**src/rtl/parking_occupancy_counter.sv**
```systemverilog
// parking_occupancy_counter
//
// Counts cars in a single-lane lot using two photo-beam sensors: a (outer)
// and b (inner). A direction-detecting FSM tracks each full crossing. The
// occupancy count saturates at 0 and at MAX_COUNT and never wraps.
//
// Parameters:
//   MAX_COUNT   lot capacity, 1..99 (the downstream display shows two digits)
//
// Ports:
//   clk     in   system clock
//   reset   in   asynchronous, active-high reset
//   a       in   outer sensor, 1 = beam blocked (asynchronous)
//   b       in   inner sensor, 1 = beam blocked (asynchronous)
//   count   out  occupancy, 7-bit unsigned, 0..MAX_COUNT
//   enter   out  one-cycle pulse when a valid entry completes
//   exit    out  one-cycle pulse when a valid exit completes
//   full    out  count == MAX_COUNT
//   empty   out  count == 0
//   err     out  sticky error flag (present only when OCC_ERR_EN is defined)
//
// Build option:
//   OCC_ERR_EN  adds the err port. err is set on a saturated enter, a
//               saturated exit, or entry into WAIT_CLR, and is cleared only
//               by reset.
//
// FSM states (s = {a_s, b_s}):
//   state    | meaning
//   IDLE     | no car in the beams
//   EN_A     | entering: only the outer beam is blocked
//   EN_AB    | entering: both beams are blocked
//   EN_B     | entering: only the inner beam is blocked
//   EX_B     | exiting: only the inner beam is blocked
//   EX_AB    | exiting: both beams are blocked
//   EX_A     | exiting: only the outer beam is blocked
//   WAIT_CLR | sequence not recognised; wait for both beams to clear

module parking_occupancy_counter #(
    parameter int MAX_COUNT = 25
) (
    input  logic       clk,
    input  logic       reset,
    input  logic       a,
    input  logic       b,
    output logic [6:0] count,
    output logic       enter,
    output logic       exit,
    output logic       full,
`ifdef OCC_ERR_EN
    output logic       empty,
    output logic       err
`else
    output logic       empty
`endif
);

    if (MAX_COUNT < 1 || MAX_COUNT > 99) begin : g_bad_max_count
        $error("parking_occupancy_counter: MAX_COUNT must be in 1..99");
    end

    localparam logic [6:0] MAX_C = 7'(MAX_COUNT);

    typedef enum logic [2:0] {
        IDLE     = 3'd0,
        EN_A     = 3'd1,
        EN_AB    = 3'd2,
        EN_B     = 3'd3,
        EX_B     = 3'd4,
        EX_AB    = 3'd5,
        EX_A     = 3'd6,
        WAIT_CLR = 3'd7
    } state_t;

    state_t     state_q, state_d;
    logic       a_m, a_s, b_m, b_s;
    logic [1:0] s;
    logic       enter_d, exit_d;

    // Two-flop synchronizers for the asynchronous sensor inputs.
    always_ff @(posedge clk or posedge reset) begin
        if (reset) begin
            a_m <= 1'b0;
            a_s <= 1'b0;
            b_m <= 1'b0;
            b_s <= 1'b0;
        end else begin
            a_m <= a;
            a_s <= a_m;
            b_m <= b;
            b_s <= b_m;
        end
    end

    assign s = {a_s, b_s};

    always_comb begin
        state_d = state_q;
        enter_d = 1'b0;
        exit_d  = 1'b0;
        case (state_q)
            IDLE: begin
                case (s)
                    2'b10:   state_d = EN_A;
                    2'b01:   state_d = EX_B;
                    2'b11:   state_d = WAIT_CLR;
                    default: state_d = IDLE;
                endcase
            end
            EN_A: begin
                case (s)
                    2'b11:   state_d = EN_AB;
                    2'b00:   state_d = IDLE;
                    2'b01:   state_d = WAIT_CLR;
                    default: state_d = EN_A;
                endcase
            end
            EN_AB: begin
                case (s)
                    2'b01:   state_d = EN_B;
                    2'b10:   state_d = EN_A;
                    2'b00:   state_d = IDLE;
                    default: state_d = EN_AB;
                endcase
            end
            EN_B: begin
                case (s)
                    2'b00: begin
                        state_d = IDLE;
                        enter_d = 1'b1;
                    end
                    2'b11:   state_d = EN_AB;
                    2'b10:   state_d = WAIT_CLR;
                    default: state_d = EN_B;
                endcase
            end
            EX_B: begin
                case (s)
                    2'b11:   state_d = EX_AB;
                    2'b00:   state_d = IDLE;
                    2'b10:   state_d = WAIT_CLR;
                    default: state_d = EX_B;
                endcase
            end
            EX_AB: begin
                case (s)
                    2'b10:   state_d = EX_A;
                    2'b01:   state_d = EX_B;
                    2'b00:   state_d = IDLE;
                    default: state_d = EX_AB;
                endcase
            end
            EX_A: begin
                case (s)
                    2'b00: begin
                        state_d = IDLE;
                        exit_d  = 1'b1;
                    end
                    2'b11:   state_d = EX_AB;
                    2'b01:   state_d = WAIT_CLR;
                    default: state_d = EX_A;
                endcase
            end
            WAIT_CLR: begin
                if (s == 2'b00) state_d = IDLE;
            end
            default: state_d = IDLE;
        endcase
    end

    // The pulses and the count update land on the same edge that returns
    // the FSM to IDLE. A saturated count holds, but the pulse still fires.
    always_ff @(posedge clk or posedge reset) begin
        if (reset) begin
            state_q <= IDLE;
            enter   <= 1'b0;
            exit    <= 1'b0;
            count   <= 7'd0;
        end else begin
            state_q <= state_d;
            enter   <= enter_d;
            exit    <= exit_d;
            if (enter_d && (count != MAX_C))
                count <= count + 7'd1;
            else if (exit_d && (count != 7'd0))
                count <= count - 7'd1;
        end
    end

`ifdef OCC_ERR_EN
    always_ff @(posedge clk or posedge reset) begin
        if (reset)
            err <= 1'b0;
        else if ((enter_d && (count == MAX_C)) ||
                 (exit_d && (count == 7'd0)) ||
                 ((state_d == WAIT_CLR) && (state_q != WAIT_CLR)))
            err <= 1'b1;
    end
`endif

    assign full  = (count == MAX_C);
    assign empty = (count == 7'd0);

endmodule

```
**config.mk**
```make
export PLATFORM = sky130hd
export DESIGN_NAME = parking_occupancy_counter
export DESIGN_NICKNAME = d
export VERILOG_FILES = /design/src/rtl/parking_occupancy_counter.sv
export SDC_FILE = /design/constraint.sdc
export NUM_CORES = 1
export LEC_CHECK = 0
export ABC_AREA = 1
export BUFFER_PORTS_ARGS = -buffer_cell sky130_fd_sc_hd__buf_2
export CAP_MARGIN = 25
export CORE_MARGIN = 1.5
export CORE_UTILIZATION = 56
export DETAILED_ROUTE_END_ITERATION = 8
export GPL_ROUTABILITY_DRIVEN = 0
export PLACE_DENSITY = 0.78
export SLEW_MARGIN = 0
export SYNTH_ARGS = -nofsm -noshare
export SYNTH_HDL_FRONTEND = slang
export SYNTH_SLANG_ARGS = --single-unit
```
**constraint.sdc**
```tcl
create_clock -name clk -period 2.4 [get_ports clk]
set_input_delay 0.48 -clock clk [delete_from_list [all_inputs] [get_ports clk]]
set_output_delay 0.48 -clock clk [all_outputs]
set_load 0.05 [all_outputs]
```
==> summary.md, run 1 <==
| Metric | Value |
|---|---|
| Status | `complete, no violations` |
| Leakage power | `0.000684 uW` |
| Largest family of logic cells by synthesized area | `simple AND/OR/NAND/NOR gates` |
| R2R depth | `13` |
| Drt wl/cell | `11.8 um` |
| Max Cap Viol | `0` |
| Clk buf depth | `2` |
| Clk Latency, worst-skew pair | `0.30 ns` |
| Adder-Cell Fraction of Synth Area | `14.6%` |
| Width of the die | `46.9 um` |
| Total Wirelength | `2.13 mm` |
| Die area | `2200 um^2` |
| Buf/Inv on CP | `3` |
| Fraction of layout instances using a drive strength above 1 | `21.2%` |
| Worst min-delay path category | `primary input to async pin` |
| Synth cell types | `25` |
| CP Max Fanout | `7` |
| Worst slew pin tran | `0.587 ns` |
| Max IR drop VDD | `0.927 mV` |
| DR iter-0 viols | `31` |
| Synth Area in XOR/XNOR | `2.43%` |
| Pre-antenna DRT Iters | `4` |
| CTS Sinks | `16` |
| P per Cell Area | `1330 nW/um^2` |
| Syn Nets | `155` |
| Via count | `952` |
| Synth Area in Compound Gates | `5.21%` |
| Synth warn | `0` |
| Hold Buf Count CTS | `0` |
| CTS H-tree lvls | `1` |
| I/O Pins | `15` |
| Routed Antenna Nets | `0` |
| Most used cell, CP | `nand2_1` |
| Max Freq | `453 MHz` |
| Clk slew on worst S/H paths | `0.10 ns` |
| Largest stage delay on the critical path | `0.43 ns` |
| Post-synth top flop | `dfrtp_1` |
| ANT cells | `0` |
| Levels on crit path | `13` |
| Pin count of the biggest net entering global routing | `17` |
| Die extent in y | `46.9 um` |
| Synthesized cell area | `1080 um^2` |
| Rel. slew slack | `60.8%` |
| GRT Overall Usage | `22.1%` |
| Fin. max-slew vios | `0` |
| Vias in the first global route | `770` |
| Critical path startpoint category | `flip-flop` |
| Initial cell density of the core | `61.3%` |
| Initial antenna violation count | `0` |
| Crit path kind | `flip-flop to flip-flop` |
| Core ar. | `1760 um^2` |
| P&R area growth vs syn | `13.0%` |
| Number of enable flip-flop cells after synthesis | `0` |
| RSZ-0062 raised after global routing | `false` |
| Clock skew | `0.00372 ns` |
| Slowest CP cell | `dfrtp_1` |
| Total power | `1620 uW` |
| Num CTS Buffers | `3` |
| Proportion of synthesized area in mux cells | `0%` |
| Vias per Instance | `5.26` |
| Floorplan row count | `15` |
| Crit path cell chain | `inv_1 > ha_2 > nand2_2 > nor2_2 > inv_2 > ha_1 > or2_2 > nand3_1 > nand2_1 > nand2_1 > nand3_1 > nand2_1 > inv_1` |
| Setup TNS | `0 ns` |
| Top delay family on crit path | `simple AND/OR/NAND/NOR gates` |
| Cell taking the most area after synthesis | `dfrtp_1` |
| Seq/Total Area, Yosys | `37.0%` |
| Final setup viols | `0` |
| Global route total overflow | `0` |
| Tmin final | `2.21 ns` |
| Hold Fails Final Rpt | `0` |
| Synth top area cells | `dfrtp_1, ha_1, nand2_1` |
| CTS tree | `built` |
| Period Utilization, post-route | `92.0%` |
| HPWL after detailed placement | `1.65 mm` |
| First-pass GRT wire length | `3.36 mm` |
| Remaining DRCs | `0` |
| Async SR Flop Fraction | `100%` |
| Count leader, synth | `nand2_1` |
| Fin nets | `173` |
| Avg Inst Size Synth | `7.78 um^2` |
| Number of port buffers | `14` |
| Cells after synthesis | `139` |
| CTS root buffer | `clkbuf_4` |
| Post-synthesis simple-gate area fraction | `31.5%` |
| CP arrival | `2.42 ns` |
| CP required | `2.61 ns` |
| Element type at the critical path end | `flip-flop` |
| Flops & latches, synth | `16` |
| Synth top cells by count | `nand2_1, inv_1, dfrtp_1, nor2_1, ha_1` |
| Post-synth top area share | `37.0%` |
-- cells by family after synthesis --
kind of cell,count (synthesis)
compound gates,9
flops,16
buf+inv,24
xor+xnor,3
fa+ha+maj,12
simple gates,75
-- stage by stage --
step	area, um^2	hold WS (ns)	utilization [%]	setup slack (ns)	instances
global placement	1180	0.335	67.0	0.276	177
detailed placement	1180	0.340	67.0	0.188	177
finish	1220	0.223	69.2	0.191	181
floorplan	1090	0.331	-	0.00651	139
global route	1220	0.270	69.2	0.00473	181
CTS	1220	0.240	69.1	0.182	181
-- sequential cells by signal, summed over array words and instances, names as in the netlist --
| signal | cells |
|---|---|
| a_s | 1 |
| enter | 1 |
| a_m | 1 |
| exit | 1 |
| b_s | 1 |
| b_m | 1 |
| state_q | 3 |
| count | 7 |
-- worst paths after layout --
path                            slack [ns]  start       end
min in group clk                      0.28      a       a_m
worst max register to register        0.19    a_s  count[6]
worst min-delay path                  0.22  reset  count[2]
max in group asynchronous             1.76  reset  count[3]
worst max-delay path                  0.19    a_s  count[6]
worst min register to register        0.36    a_m       a_s
-- where the power goes --
group | internal [uW] | total, uW | switching, uW | leakage (uW)
combinational | 300 | 953 | 653 | 0.000468
clock | 92.6 | 187 | 94.0 | 0.0000210
sequential | 359 | 483 | 125 | 0.000195
total | 751 | 1620 | 871 | 0.000684
-- repair_timing --
| item | 4_1_cts | 5_1_grt |
|---|---|---|
| setup endpoints to repair | 0 | 1 |
| gates resized for setup | 0 | 1 |
| buffers inserted | 0 | 0 |
-- layout by cell type, fill, tap and decap left out, types with 2 or more instances in the layout --
cell type  instances
xor2_1             3
dfrtp_2            3
a21oi_1            3
nor2_1            13
nand2_2            2
o21ai_0            2
nand3_1           10
dfrtp_1           13
inv_1             21
nand4_1            5
buf_2             14
nor2_4             2
ha_1              10
nand2_1           36
o21ai_2            2
nor3_1             2
clkbuf_4           3
-- layer usage --
layer | track usage (%) | wire length [um] | vias up
li1 | - | - | 475
met1 | 30.0 | 988 | 430
met2 | 34.2 | 979 | 43
met3 | 5.00 | 137 | 4
met4 | 8.89 | 28 | 0
met5 | 0 | 0 | -
-- layout make-up --
class / count / area, um^2
Clock buffer: 4 / 36.3
Fill cell: 155 / 543
Timing Repair Buffer: 14 / 70.1
Sequential cell: 16 / 404
Inverter: 23 / 88.8
Multi-Input combinational cell: 99 / 591
Tap cell: 25 / 31.3
No activity file was read; power rests on OpenSTA's default activity.
==> run 2, diff against run 1 <==
CELL_PAD_IN_SITES_DETAIL_PLACEMENT = 0   (was default)
CELL_PAD_IN_SITES_GLOBAL_PLACEMENT = 1   (was default)
CORE_UTILIZATION = 41   (was 56)
PLACE_DENSITY = default   (was 0.78)
PLACE_DENSITY_LB_ADDON = 0.1   (was default)
==> summary.md, run 2 (same netlist as run 1, synthesis figures left out) <==
| Metric | Value |
|---|---|
| Core ar. | `2480 um^2 (+40%)` |
| Element type at the critical path end | `flip-flop` |
| Clk buf depth | `2 (unchanged)` |
| Rel. slew slack | `59.0% (-1.9 points)` |
| Fin nets | `175 (+1.2%)` |
| P per Cell Area | `1310 nW/um^2 (-1.1%)` |
| Slowest CP cell | `dfrtp_1` |
| Num CTS Buffers | `3 (unchanged)` |
| Number of port buffers | `14 (unchanged)` |
| Pre-antenna DRT Iters | `4 (unchanged)` |
| Most common cell after layout, fill and taps aside | `nand2_1` |
| Max Cap Viol | `0 (unchanged)` |
| Pin count of the biggest net entering global routing | `17 (unchanged)` |
| Width of the die | `54.4 um (+16%)` |
| Clk Latency, worst-skew pair | `0.30 ns (about the same)` |
| Fraction of layout instances using a drive strength above 1 | `22.8% (+1.6 points)` |
| Vias in the first global route | `819 (+6.4%)` |
| Leakage power | `0.000694 uW (+1.5%)` |
| Period Utilization, post-route | `90.4% (-1.7 points)` |
| Final setup viols | `0 (unchanged)` |
| Die area | `2950 um^2 (+34%)` |
| Buf/Inv on CP | `3 (unchanged)` |
| Tmin final | `2.17 ns (-0.0404 ns)` |
| Initial antenna violation count | `0 (unchanged)` |
| First-pass GRT wire length | `3.67 mm (+9.2%)` |
| Commonest cells after routing, fill and taps aside | `nand2_1, inv_1, buf_2` |
| Status | `complete, no violations` |
| Clock skew | `0.00249 ns (-0.00123 ns)` |
| CP required | `2.61 ns (about the same)` |
| Footprint of the multi-input gates | `603 um^2 (+2.1%)` |
| ANT cells | `0 (unchanged)` |
| Crit path kind | `flip-flop to flip-flop` |
| Register area | `404 um^2 (unchanged)` |
| I/O Pins | `15 (unchanged)` |
| Total power | `1650 uW (+1.6%)` |
| Max Freq | `461 MHz (+1.9%)` |
| Worst min-delay path category | `primary input to async pin` |
| Most used cell, CP | `nand2_1` |
| HPWL after detailed placement | `1.68 mm (+2.0%)` |
| CTS H-tree lvls | `1 (unchanged)` |
| Core Util, Final | `50.7% (-19 points)` |
| DR iter-0 viols | `18 (-42%)` |
| Largest Register | `count` |
| Via count | `914 (-4.0%)` |
| Levels on crit path | `13 (unchanged)` |
| Largest register FFs | `7 (unchanged)` |
| Clk slew on worst S/H paths | `0.11 ns (about the same)` |
| Crit path cell chain | `inv_1 > ha_2 > nand2_2 > nor2_2 > inv_2 > ha_1 > nand2_1 > nor3_1 > nor2_1 > nand2_1 > nand3_1 > nand2_1 > inv_1` |
| P&R area growth vs syn | `16.1%` |
| CTS tree | `built` |
| R2R depth | `13 (unchanged)` |
| Initial cell density of the core | `43.6% (-18 points)` |
| Drt wl/cell | `11.8 um (-0.16%)` |
| Fillers | `271 (+75%)` |
| Biggest regs | `count x7, state_q x3` |
| Top delay family on crit path | `simple AND/OR/NAND/NOR gates` |
| Hold Buf Count CTS | `0 (unchanged)` |
| CTS root buffer | `clkbuf_4` |
| Critical path startpoint category | `flip-flop` |
| Global route total overflow | `0 (unchanged)` |
| Max IR drop VDD | `0.851 mV (-8.1%)` |
| Total Wirelength | `2.21 mm (+3.7%)` |
| Worst slew pin tran | `0.615 ns (+0.0278 ns)` |
| Routed Antenna Nets | `0 (unchanged)` |
| Vias per Instance | `4.86 (-7.6%)` |
| CP arrival | `2.38 ns (-0.04 ns)` |
| CP Max Fanout | `7 (unchanged)` |
| Die extent in y | `54.4 um (+16%)` |
| CTS Sinks | `16 (unchanged)` |
| Fin. max-slew vios | `0 (unchanged)` |
| GRT Overall Usage | `17.6% (-4.5 points)` |
| Hold WS | `0.234 ns (+0.0105 ns)` |
| Largest stage delay on the critical path | `0.42 ns (about the same)` |
| Hold Fails Final Rpt | `0 (unchanged)` |
| Remaining DRCs | `0 (unchanged)` |
| Floorplan row count | `18 (+3)` |
[run 2: changes by cell type in the layout (fill, tap and decap cells not counted), sizes merged]
cell	before	now
buf	14	16
[run 2: what timing repair did]
| item | 4_1_cts | 5_1_grt |
|---|---|---|
| resized for setup | 0 | 2 |
| setup buffers | 0 | 2 |
| setup endpoints to repair | 0 | 1 |
[run 2: final timing paths]
path                       start       end  slack (ns)
max                          b_s  count[6]        0.23
max in group asynchronous  reset  count[0]        1.74
min                        reset  count[2]        0.23
min in group clk               a       a_m        0.28
min reg2reg                  b_m       b_s        0.36
max reg2reg                  b_s  count[6]        0.23
[run 2: metal layers]
layer	global-route usage, %	vias to the layer above	share of wire (%)
met3	3.28	3	4.1
met2	25.9	23	44
met4	6.25	0	0.95
li1	-	477	-
met1	25.7	411	51
met5	0	-	0
[run 2: metrics by stage]
stage / instances / TNS [ns] / instance area (um^2) / setup slack [ns]
2_1_floorplan: 139 / 0 / 1090 / 0.00651
3_3_place_gp: 182 / 0 / 1190 / 0.245
3_5_place_dp: 182 / 0 / 1190 / 0.185
4_1_cts: 186 / 0 / 1220 / 0.169
5_1_grt: 188 / -0.00209 / 1250 / -0.00209
6_report: 188 / 0 / 1250 / 0.231
[run 2: layout make-up]
cell class                 instances  area share (%)
tap                               30            2.99
sequential                        16            32.2
clock buffer                       4            2.89
inverter                          23            7.08
multi-input combinational         99            48.1
timing repair buffer              16            6.78
[run 2: power breakdown]
part           switching, uW  total (uW)  leakage, uW  internal (uW)
sequential               122         480     0.000195            359
clock                    101         193    0.0000210           92.5
combinational            659         976     0.000478            317
==> run 3, diff against run 2 <==
PLACE_DENSITY_LB_ADDON = 0.2   (was 0.1)
==> summary.md, run 3 (same netlist as run 1, synthesis figures left out) <==
| Metric | Value |
|---|---|
| Top delay family on crit path | `simple AND/OR/NAND/NOR gates` |
| CTS H-tree lvls | `1 (unchanged)` |
| Final setup viols | `0 (unchanged)` |
| Vias per Instance | `4.81 (-1.0%)` |
| Most used cell, CP | `nand2_1` |
| GRT Overall Usage | `16.7% (-0.96 points)` |
| Clk buf depth | `2 (unchanged)` |
| Pin count of the biggest net entering global routing | `17 (unchanged)` |
| Crit path cell chain | `inv_1 > ha_1 > nand2_2 > nor2_2 > inv_2 > ha_1 > or2_2 > nand3_1 > nand2_1 > nand2_1 > nand3_1 > nand2_1 > inv_1` |
| Number of port buffers | `14 (unchanged)` |
| Clk Latency, worst-skew pair | `0.29 ns (about the same)` |
| Fraction of layout instances using a drive strength above 1 | `20.5% (-2.3 points)` |
| Total power | `1610 uW (-2.6%)` |
| Width of the die | `54.4 um (unchanged)` |
| R2r setup slk | `0.21 ns (-0.03 ns)` |
| Largest stage delay on the critical path | `0.42 ns (about the same)` |
| CTS Sinks | `16 (unchanged)` |
| Die area | `2950 um^2 (unchanged)` |
| GR Util met2 | `25.5% (-0.40 points)` |
| Tmin final | `2.19 ns (+0.0260 ns)` |
| Max IR drop VDD | `0.783 mV (-8.0%)` |
| Buf/Inv on CP | `3 (unchanged)` |
| Hold WS | `0.242 ns (+0.00790 ns)` |
| Pre-antenna DRT Iters | `3 (-1)` |
| Largest register FFs | `7 (unchanged)` |
| DR iter-0 viols | `12 (-6)` |
| Total Wirelength | `2.05 mm (-7.5%)` |
| Biggest regs | `count x7, state_q x3` |
| Remaining DRCs | `0 (unchanged)` |
| Resized cells post-CTS | `0 (unchanged)` |
| Element type at the critical path end | `flip-flop` |
| CTS tree | `built` |
| First-pass GRT wire length | `3.48 mm (-5.1%)` |
| Max Cap Viol | `0 (unchanged)` |
| Commonest cells after routing, fill and taps aside | `nand2_1, inv_1, buf_2` |
| CP required | `2.60 ns (about the same)` |
| I/O Pins | `15 (unchanged)` |
| Slowest CP cell | `dfrtp_1` |
| Largest Register | `count` |
| Initial antenna violation count | `0 (unchanged)` |
| Worst min-delay path category | `primary input to async pin` |
| CP arrival | `2.39 ns (about the same)` |
| Initial cell density of the core | `43.6% (unchanged)` |
| Leakage power | `0.000685 uW (-1.3%)` |
| Via count | `895 (-2.1%)` |
| Met1 usage | `21.4% (-4.3 points)` |
| RSZ-0062 raised after global routing | `false` |
| Fin. max-slew vios | `0 (unchanged)` |
| Setup bufs post-CTS | `0 (unchanged)` |
| Vias in the first global route | `807 (-1.5%)` |
| Fin nets | `173 (-1.1%)` |
| Drt wl/cell | `11.0 um (-6.6%)` |
| Status | `complete, no violations` |
| Rel. slew slack | `59.6% (+0.63 points)` |
| HPWL after detailed placement | `1.61 mm (-4.0%)` |
| ANT cells | `0 (unchanged)` |
| Hold Buf Count CTS | `0 (unchanged)` |
| Worst slew pin tran | `0.605 ns (-0.00949 ns)` |
| Clock skew | `0.000912 ns (-0.00158 ns)` |
| P per Cell Area | `1310 nW/um^2 (-0.25%)` |
| Global route total overflow | `0 (unchanged)` |
| Clk slew on worst S/H paths | `0.09 ns (-0.02 ns)` |
| Die extent in y | `54.4 um (unchanged)` |
| CP Max Fanout | `7 (unchanged)` |
| Most common cell after layout, fill and taps aside | `nand2_1` |
| GRT busiest layer | `met2` |
| Floorplan row count | `18 (unchanged)` |
| Period Utilization, post-route | `91.4% (+1.1 points)` |
| Met3 GRT Util | `6.28% (+3.0 points)` |
| Critical path startpoint category | `flip-flop` |
| CTS root buffer | `clkbuf_4` |
| Routed Antenna Nets | `0 (unchanged)` |
| Core ar. | `2480 um^2 (unchanged)` |
| P&R area growth vs syn | `13.3%` |
| Num CTS Buffers | `3 (unchanged)` |
| Crit path kind | `flip-flop to flip-flop` |
| Setup TNS | `0 ns (unchanged)` |
| Max Freq | `456 MHz (-1.2%)` |
| Hold Fails Final Rpt | `0 (unchanged)` |
-- run 3: cell types whose count changed in the layout (fill, tap and decap cells not counted) --
cell   delta
buf_4     -2
ha_2      -1
ha_4      -1
ha_1      +2
-- run 3: per-stage QoR --
stage,utilization [%],std cells,setup slack [ns],area (um^2)
2_1_floorplan,-,139,0.00651,1090
3_3_place_gp,48.0,182,0.250,1190
3_5_place_dp,48.0,182,0.209,1190
4_1_cts,49.4,186,0.189,1220
5_1_grt,49.4,186,0.0101,1220
6_report,49.4,186,0.205,1220
-- run 3: area by class of cell --
type	instances	area [um^2]
well taps	30	37.5
fillers	257	1250
clock buffers	4	36.3
multi-input cells	99	588
flip-flops and latches	16	404
inverters	23	88.8
repair buffers	14	70.1
-- run 3: worst paths after layout --
path	from	end	cells past startpoint
min in group clk	b	b_m	1
min reg2reg	b_m	b_s	0
max reg2reg	a_s	count[6]	13
max	a_s	count[6]	13
min	reset	b_m	2
max in group asynchronous	reset	count[3]	2
-- run 3: power breakdown --
part | switching (uW) | internal (uW)
logic | 650 | 298
clock network | 85.9 | 92.5
registers | 120 | 359
total | 856 | 750
-- run 3: per-layer routing --
metal | up-vias | share of wire (%)
met5 | - | 0
met4 | 0 | 1.4
met3 | 4 | 4.7
met2 | 19 | 44
met1 | 399 | 50
li1 | 473 | -
